===== src/rtl/wb_port_arbiter_if.sv =====
// rtl/wb_port_arbiter_if.sv - requester/arbiter bundle for the register-file write port
interface wb_port_arbiter_if #(
  parameter int LEN_W = 2
);
  logic             req0;
  logic [LEN_W-1:0] len0;
  logic             req1;
  logic [LEN_W-1:0] len1;
  logic             gnt0;
  logic             gnt1;
  logic             sel;
  logic             busy;
  logic             beat_last;

  // Requester side: drives requests and burst lengths, observes grants.
  modport master (
    output req0, len0, req1, len1,
    input  gnt0, gnt1, sel, busy, beat_last
  );

  // Arbiter side.
  modport slave (
    input  req0, len0, req1, len1,
    output gnt0, gnt1, sel, busy, beat_last
  );
endinterface


===== src/rtl/wb_port_arbiter.sv =====
// rtl/wb_port_arbiter.sv - round-robin burst arbiter for the register-file write port
module wb_port_arbiter #(
  parameter int LEN_W = 2
) (
  input logic              clk,
  input logic              rst_n,
  wb_port_arbiter_if.slave bus
);

  typedef enum logic [1:0] {
    IDLE = 2'd0,
    GNT0 = 2'd1,
    GNT1 = 2'd2
  } state_t;

  localparam logic [LEN_W-1:0] cntZero = '0;
  localparam logic [LEN_W-1:0] cntOne  = LEN_W'(1);

  state_t           state, nextState;
  logic [LEN_W-1:0] cnt, nextCnt;
  logic             lastWinner, nextLastWinner;
  logic             selQ, nextSel;
  logic             beatLastQ, nextBeatLast;
  logic             gnt0Q, gnt1Q, busyQ;
  logic             arbitrate;
  logic             pick0, pick1;

  // Next-state, counter and registered-output decode; every grant decision
  // (from IDLE or at end of burst/abort) goes through the same arbitration.
  always_comb begin
    nextState      = state;
    nextCnt        = cnt;
    nextLastWinner = lastWinner;
    nextSel        = selQ;
    nextBeatLast   = 1'b0;
    arbitrate      = 1'b0;
    pick0          = 1'b0;
    pick1          = 1'b0;

    case (state)
      IDLE: arbitrate = 1'b1;
      GNT0: begin
        if (cnt != cntZero && bus.req0) begin
          nextCnt      = cnt - cntOne;
          nextBeatLast = (cnt == cntOne);
        end else begin
          arbitrate = 1'b1;
        end
      end
      GNT1: begin
        if (cnt != cntZero && bus.req1) begin
          nextCnt      = cnt - cntOne;
          nextBeatLast = (cnt == cntOne);
        end else begin
          arbitrate = 1'b1;
        end
      end
      default: nextState = IDLE;
    endcase

    if (arbitrate) begin
      // On a tie the port that did not win last time is chosen; at end of a
      // burst lastWinner is the current owner, so the other port is preferred.
      pick0 = bus.req0 && (!bus.req1 || lastWinner);
      pick1 = bus.req1 && (!bus.req0 || !lastWinner);
      if (pick0) begin
        nextState      = GNT0;
        nextCnt        = bus.len0;
        nextSel        = 1'b0;
        nextLastWinner = 1'b0;
        nextBeatLast   = (bus.len0 == cntZero);
      end else if (pick1) begin
        nextState      = GNT1;
        nextCnt        = bus.len1;
        nextSel        = 1'b1;
        nextLastWinner = 1'b1;
        nextBeatLast   = (bus.len1 == cntZero);
      end else begin
        nextState    = IDLE;
        nextCnt      = cntZero;
        nextBeatLast = 1'b0;
      end
    end
  end

  // State and output registers; grants come straight from flops so the mux
  // select never glitches within a burst.
  always_ff @(posedge clk or negedge rst_n) begin
    if (!rst_n) begin
      state      <= IDLE;
      cnt        <= cntZero;
      lastWinner <= 1'b1;
      selQ       <= 1'b0;
      beatLastQ  <= 1'b0;
      gnt0Q      <= 1'b0;
      gnt1Q      <= 1'b0;
      busyQ      <= 1'b0;
    end else begin
      state      <= nextState;
      cnt        <= nextCnt;
      lastWinner <= nextLastWinner;
      selQ       <= nextSel;
      beatLastQ  <= nextBeatLast;
      gnt0Q      <= (nextState == GNT0);
      gnt1Q      <= (nextState == GNT1);
      busyQ      <= (nextState == GNT0) || (nextState == GNT1);
    end
  end

  assign bus.gnt0      = gnt0Q;
  assign bus.gnt1      = gnt1Q;
  assign bus.sel       = selQ;
  assign bus.busy      = busyQ;
  assign bus.beat_last = beatLastQ;

endmodule


===== src/flat_wrapper.sv =====
// flat-port wrapper written by rule: the top's interface ports become plain ports
module wb_port_arbiter_flat 
#(
  parameter int LEN_W = 2
)
  (clk, rst_n, bus_req0, bus_len0, bus_req1, bus_len1, bus_gnt0, bus_gnt1, bus_sel, bus_busy, bus_beat_last);
  wb_port_arbiter_if #(.LEN_W(LEN_W)) bus_i ();
  input logic clk;
  input logic rst_n;
  input wire logic [$bits(bus_i.req0)-1:0] bus_req0;
  input wire logic [$bits(bus_i.len0)-1:0] bus_len0;
  input wire logic [$bits(bus_i.req1)-1:0] bus_req1;
  input wire logic [$bits(bus_i.len1)-1:0] bus_len1;
  output wire logic [$bits(bus_i.gnt0)-1:0] bus_gnt0;
  output wire logic [$bits(bus_i.gnt1)-1:0] bus_gnt1;
  output wire logic [$bits(bus_i.sel)-1:0] bus_sel;
  output wire logic [$bits(bus_i.busy)-1:0] bus_busy;
  output wire logic [$bits(bus_i.beat_last)-1:0] bus_beat_last;
  assign bus_i.req0 = bus_req0;
  assign bus_i.len0 = bus_len0;
  assign bus_i.req1 = bus_req1;
  assign bus_i.len1 = bus_len1;
  assign bus_gnt0 = bus_i.gnt0;
  assign bus_gnt1 = bus_i.gnt1;
  assign bus_sel = bus_i.sel;
  assign bus_busy = bus_i.busy;
  assign bus_beat_last = bus_i.beat_last;
  wb_port_arbiter #(.LEN_W(LEN_W)) u_core (.clk(clk), .rst_n(rst_n), .bus(bus_i));
endmodule

===== config.mk =====
export PLATFORM = sky130hd
export DESIGN_NAME = wb_port_arbiter_flat
export DESIGN_NICKNAME = d
export VERILOG_FILES = /design/src/rtl/wb_port_arbiter_if.sv /design/src/rtl/wb_port_arbiter.sv /design/src/flat_wrapper.sv
export SDC_FILE = /design/constraint.sdc
export NUM_CORES = 1
export LEC_CHECK = 0
export ABC_AREA = 1
export BUFFER_PORTS_ARGS = -buffer_cell sky130_fd_sc_hd__buf_2
export CORE_MARGIN = 8
export CORE_UTILIZATION = 46
export CTS_CLUSTER_SIZE = 20
export DETAILED_ROUTE_END_ITERATION = 10
export PLACE_DENSITY = 0.71
export SYNTH_ARGS = -nofsm -noshare
export SYNTH_HDL_FRONTEND = slang
export SYNTH_SLANG_ARGS = --single-unit

===== constraint.sdc =====
create_clock -name clk -period 1.44 [get_ports clk]
set_input_delay 0.072 -clock clk [delete_from_list [all_inputs] [get_ports clk]]
set_output_delay 0.072 -clock clk [all_outputs]
set_load 0.01 [all_outputs]

==> flow_summary.ini <==
[run_status]
status = complete, but fails checks
violations = setup timing

[synth]
syn_area_per_cell_um2 = 7.96
netlist_area_um2 = 661
synth_xor_area_frac = 0
synth_compound_area_frac = 0.0473
syn_nets = 100
synth_cell_types = 15
synth_warnings = 0
synth_top_family_by_area = simple AND/OR/NAND/NOR gates
synthAdderAreaFrac = 0.170
synth-main-ff-cell = dfrtp_1
synth-simple-area-share = 0.316
yosysSeqAreaShare = 0.381
synth.area.mux_share = 0
ys_seq_elements = 10
ys_async_sr_fraction = 1.00
synth-edff-count = 0
syn_inst = 83

[power_and_ir_drop]
p_clk_frac = 0.088
p_leak_nw = 0.519
swShare = 0.434
seqPwrFrac = 0.236
p_comb_frac = 0.676
p_switching_mw = 0.979
ir_drop_mv = 1.26
power_mw = 2.25
p_int_mw = 1.28
p_per_area_nw_per_um2 = 2400

[sta]
period_share = 1.04
worst_pin_slew_ns = 0.293
skew_ns = 0.00396
rsz0062_at_grt = true
finalHoldViolations = 0
worst_slack_ns = -0.0550
period_minus_slack_ns = 1.49
max_freq_mhz = 669
fin_hold_ws_ns = 0.198
setup_viol = 2
slew_violations = 0
max-slew-margin-rel = 0.805

[final_layout]
n_antenna_cell = 0
fin_cells = 128
area_growth_pct = 42.0
layout_common_cells = 19 x nand2_1, 12 x buf_2, 11 x buf_4
drive_above_1_share = 0.469
final_area_um2 = 938
nNetsFinal = 131
final_common_cell = nand2_1
fillers = 100

[clocking]
tritoncts = yes
cts-root-buf = clkbuf_4
numCtsBuffers = 3
cts_buffer_depth = 2
clkTransAtPathRegs_ns = 0.06
insertion_delay_ns = 0.26
cts.sinks = 10
htreeDepth = 1

[grt]
use_met1 = 0.125
grt_use_met3 = 0.0496
grt_pass1_vias = 646
gr-usage-all-layers = 0.123
overflow = 0
grt_max_degree = 11
top_usage_layer = met2
grt_use_met2 = 0.230
antenna_found_initial = 0
grt_pass1_wl_um = 2620

[detailed_routing]
drc_errors = 0
avgRoutedWirePerCell_um = 12.9
routed_via_density = 4.98
wl_um = 1650
postRouteAntennaNets = 0
first_pass_iters = 4
num_vias = 637
first_iter_violations = 4

[die]
core.rowCount = 13
core_um2 = 1320
die_w_um = 53.9
start_util = 0.501
die-area_um2 = 2900
io_pins = 13
die_h_um = 53.9

[critical_path]
startpoint_type = register
crit_fanout = 5
crit_type = reg2reg
cp_data_arrival_time_ns = 1.66
end_kind = register
required_ns = 1.60

[worst_hold_path]
hold_path.class = in2async

[place]
place_area_um2 = 820
dp_hpwl_um = 1220
dpl.cell_count = 120
port_buffers = 12
place_congestion = 0.852

[flow_run]
drv_cap = 0
-- layer usage --
layer | up-vias | share of wire | wire length, µm
met2 | 15 | 0.52 | 861
met1 | 306 | 0.41 | 674
met3 | 2 | 0.060 | 98
met5 | - | 0 | 0
met4 | 0 | 0.0067 | 11
li1 | 314 | - | -
-- Yosys cell counts, types with 3 or more instances --
library cell	count	area share
nand3_1	9	0.068
nand2_1	26	0.15
a21oi_1	3	0.023
ha_1	9	0.17
inv_1	15	0.085
dfrtp_1	9	0.34
nor2_1	4	0.023
-- sequential cells by signal, summed over array words and instances, names as in the netlist --
signal	cells
u_core.cnt	2
u_core.state	2
u_core.bus.beat_last	1
u_core.bus.busy	1
u_core.bus.gnt0	1
u_core.bus.gnt1	1
u_core.bus.sel	1
u_core.lastWinner	1
-- worst paths after layout --
check                                from                   end  slack, ns  cells after the start
max                         u_core.cnt[1]       u_core.bus.busy      -0.05                     11
min                                 rst_n       u_core.bus.busy       0.20                      2
max reg2reg                 u_core.cnt[1]       u_core.bus.busy      -0.05                     11
min reg2reg                u_core.bus.sel        u_core.bus.sel       0.47                      2
max in group asynchronous           rst_n     u_core.lastWinner       0.99                      2
min in group clk              bus_len0[1]  u_core.bus.beat_last       0.21                      6
-- critical path, stage by stage (launching register included) --
cell	delay, ns
dfrtp_1	0.38
inv_2	0.08
ha_4	0.14
inv_4	0.04
nand2_2	0.05
nand2_2	0.07
nand3_4	0.08
nand2_4	0.08
nand2_2	0.09
nand2_2	0.06
ha_1	0.27
inv_1	0.04
-- per-stage QoR --
step / setup WS [ns] / TNS, ns / util
final: -0.0550 / -0.0576 / 0.712
after global routing: -0.137 / -0.415 / 0.712
after CTS: -0.0425 / -0.103 / 0.676
after detailed placement: -0.0867 / -0.0867 / 0.622
after global placement: -0.0426 / -0.0426 / 0.622
after floorplan: -0.0287 / -0.0287 / -
-- power by group through the flow --
stage                     logic, mW  registers [mW]  clock network [mW]
after global placement         1.19           0.517                   0
after global routing           1.67           0.559               0.221
after floorplan               0.699           0.550                   0
final                          1.52           0.533               0.198
after CTS                      1.36           0.525               0.205
after detailed placement       1.23           0.522                   0
-- what timing repair did --
action                                  CTS  global route
hold buffers                              1             0
endpoints found under the setup margin    1             6
hold endpoints to repair                 10             0
gates resized for setup                   9            13
buffers inserted                          2             3
pin swaps                                 4             4
-- layout make-up --
type | count | area, µm² | share of cell area
flip-flops and latches | 10 | 254 | 0.271
multi-input cells | 58 | 405 | 0.432
clock buffers | 4 | 26.3 | 0.0280
well taps | 15 | 18.8 | 0.0200
inverters | 15 | 58.8 | 0.0627
repair buffers | 26 | 175 | 0.187
-- cell families (layout without fill, tap and decap cells) --
group                    count (synthesis)  after routing
buffers and inverters                   15             45
AO/OA/AOI/OAI                            5              5
flip-flops                              10             10
adder cells (fa/ha/maj)                  9              9
AND/OR/NAND/NOR                         44             44
Power figures use the tool's default switching activity.
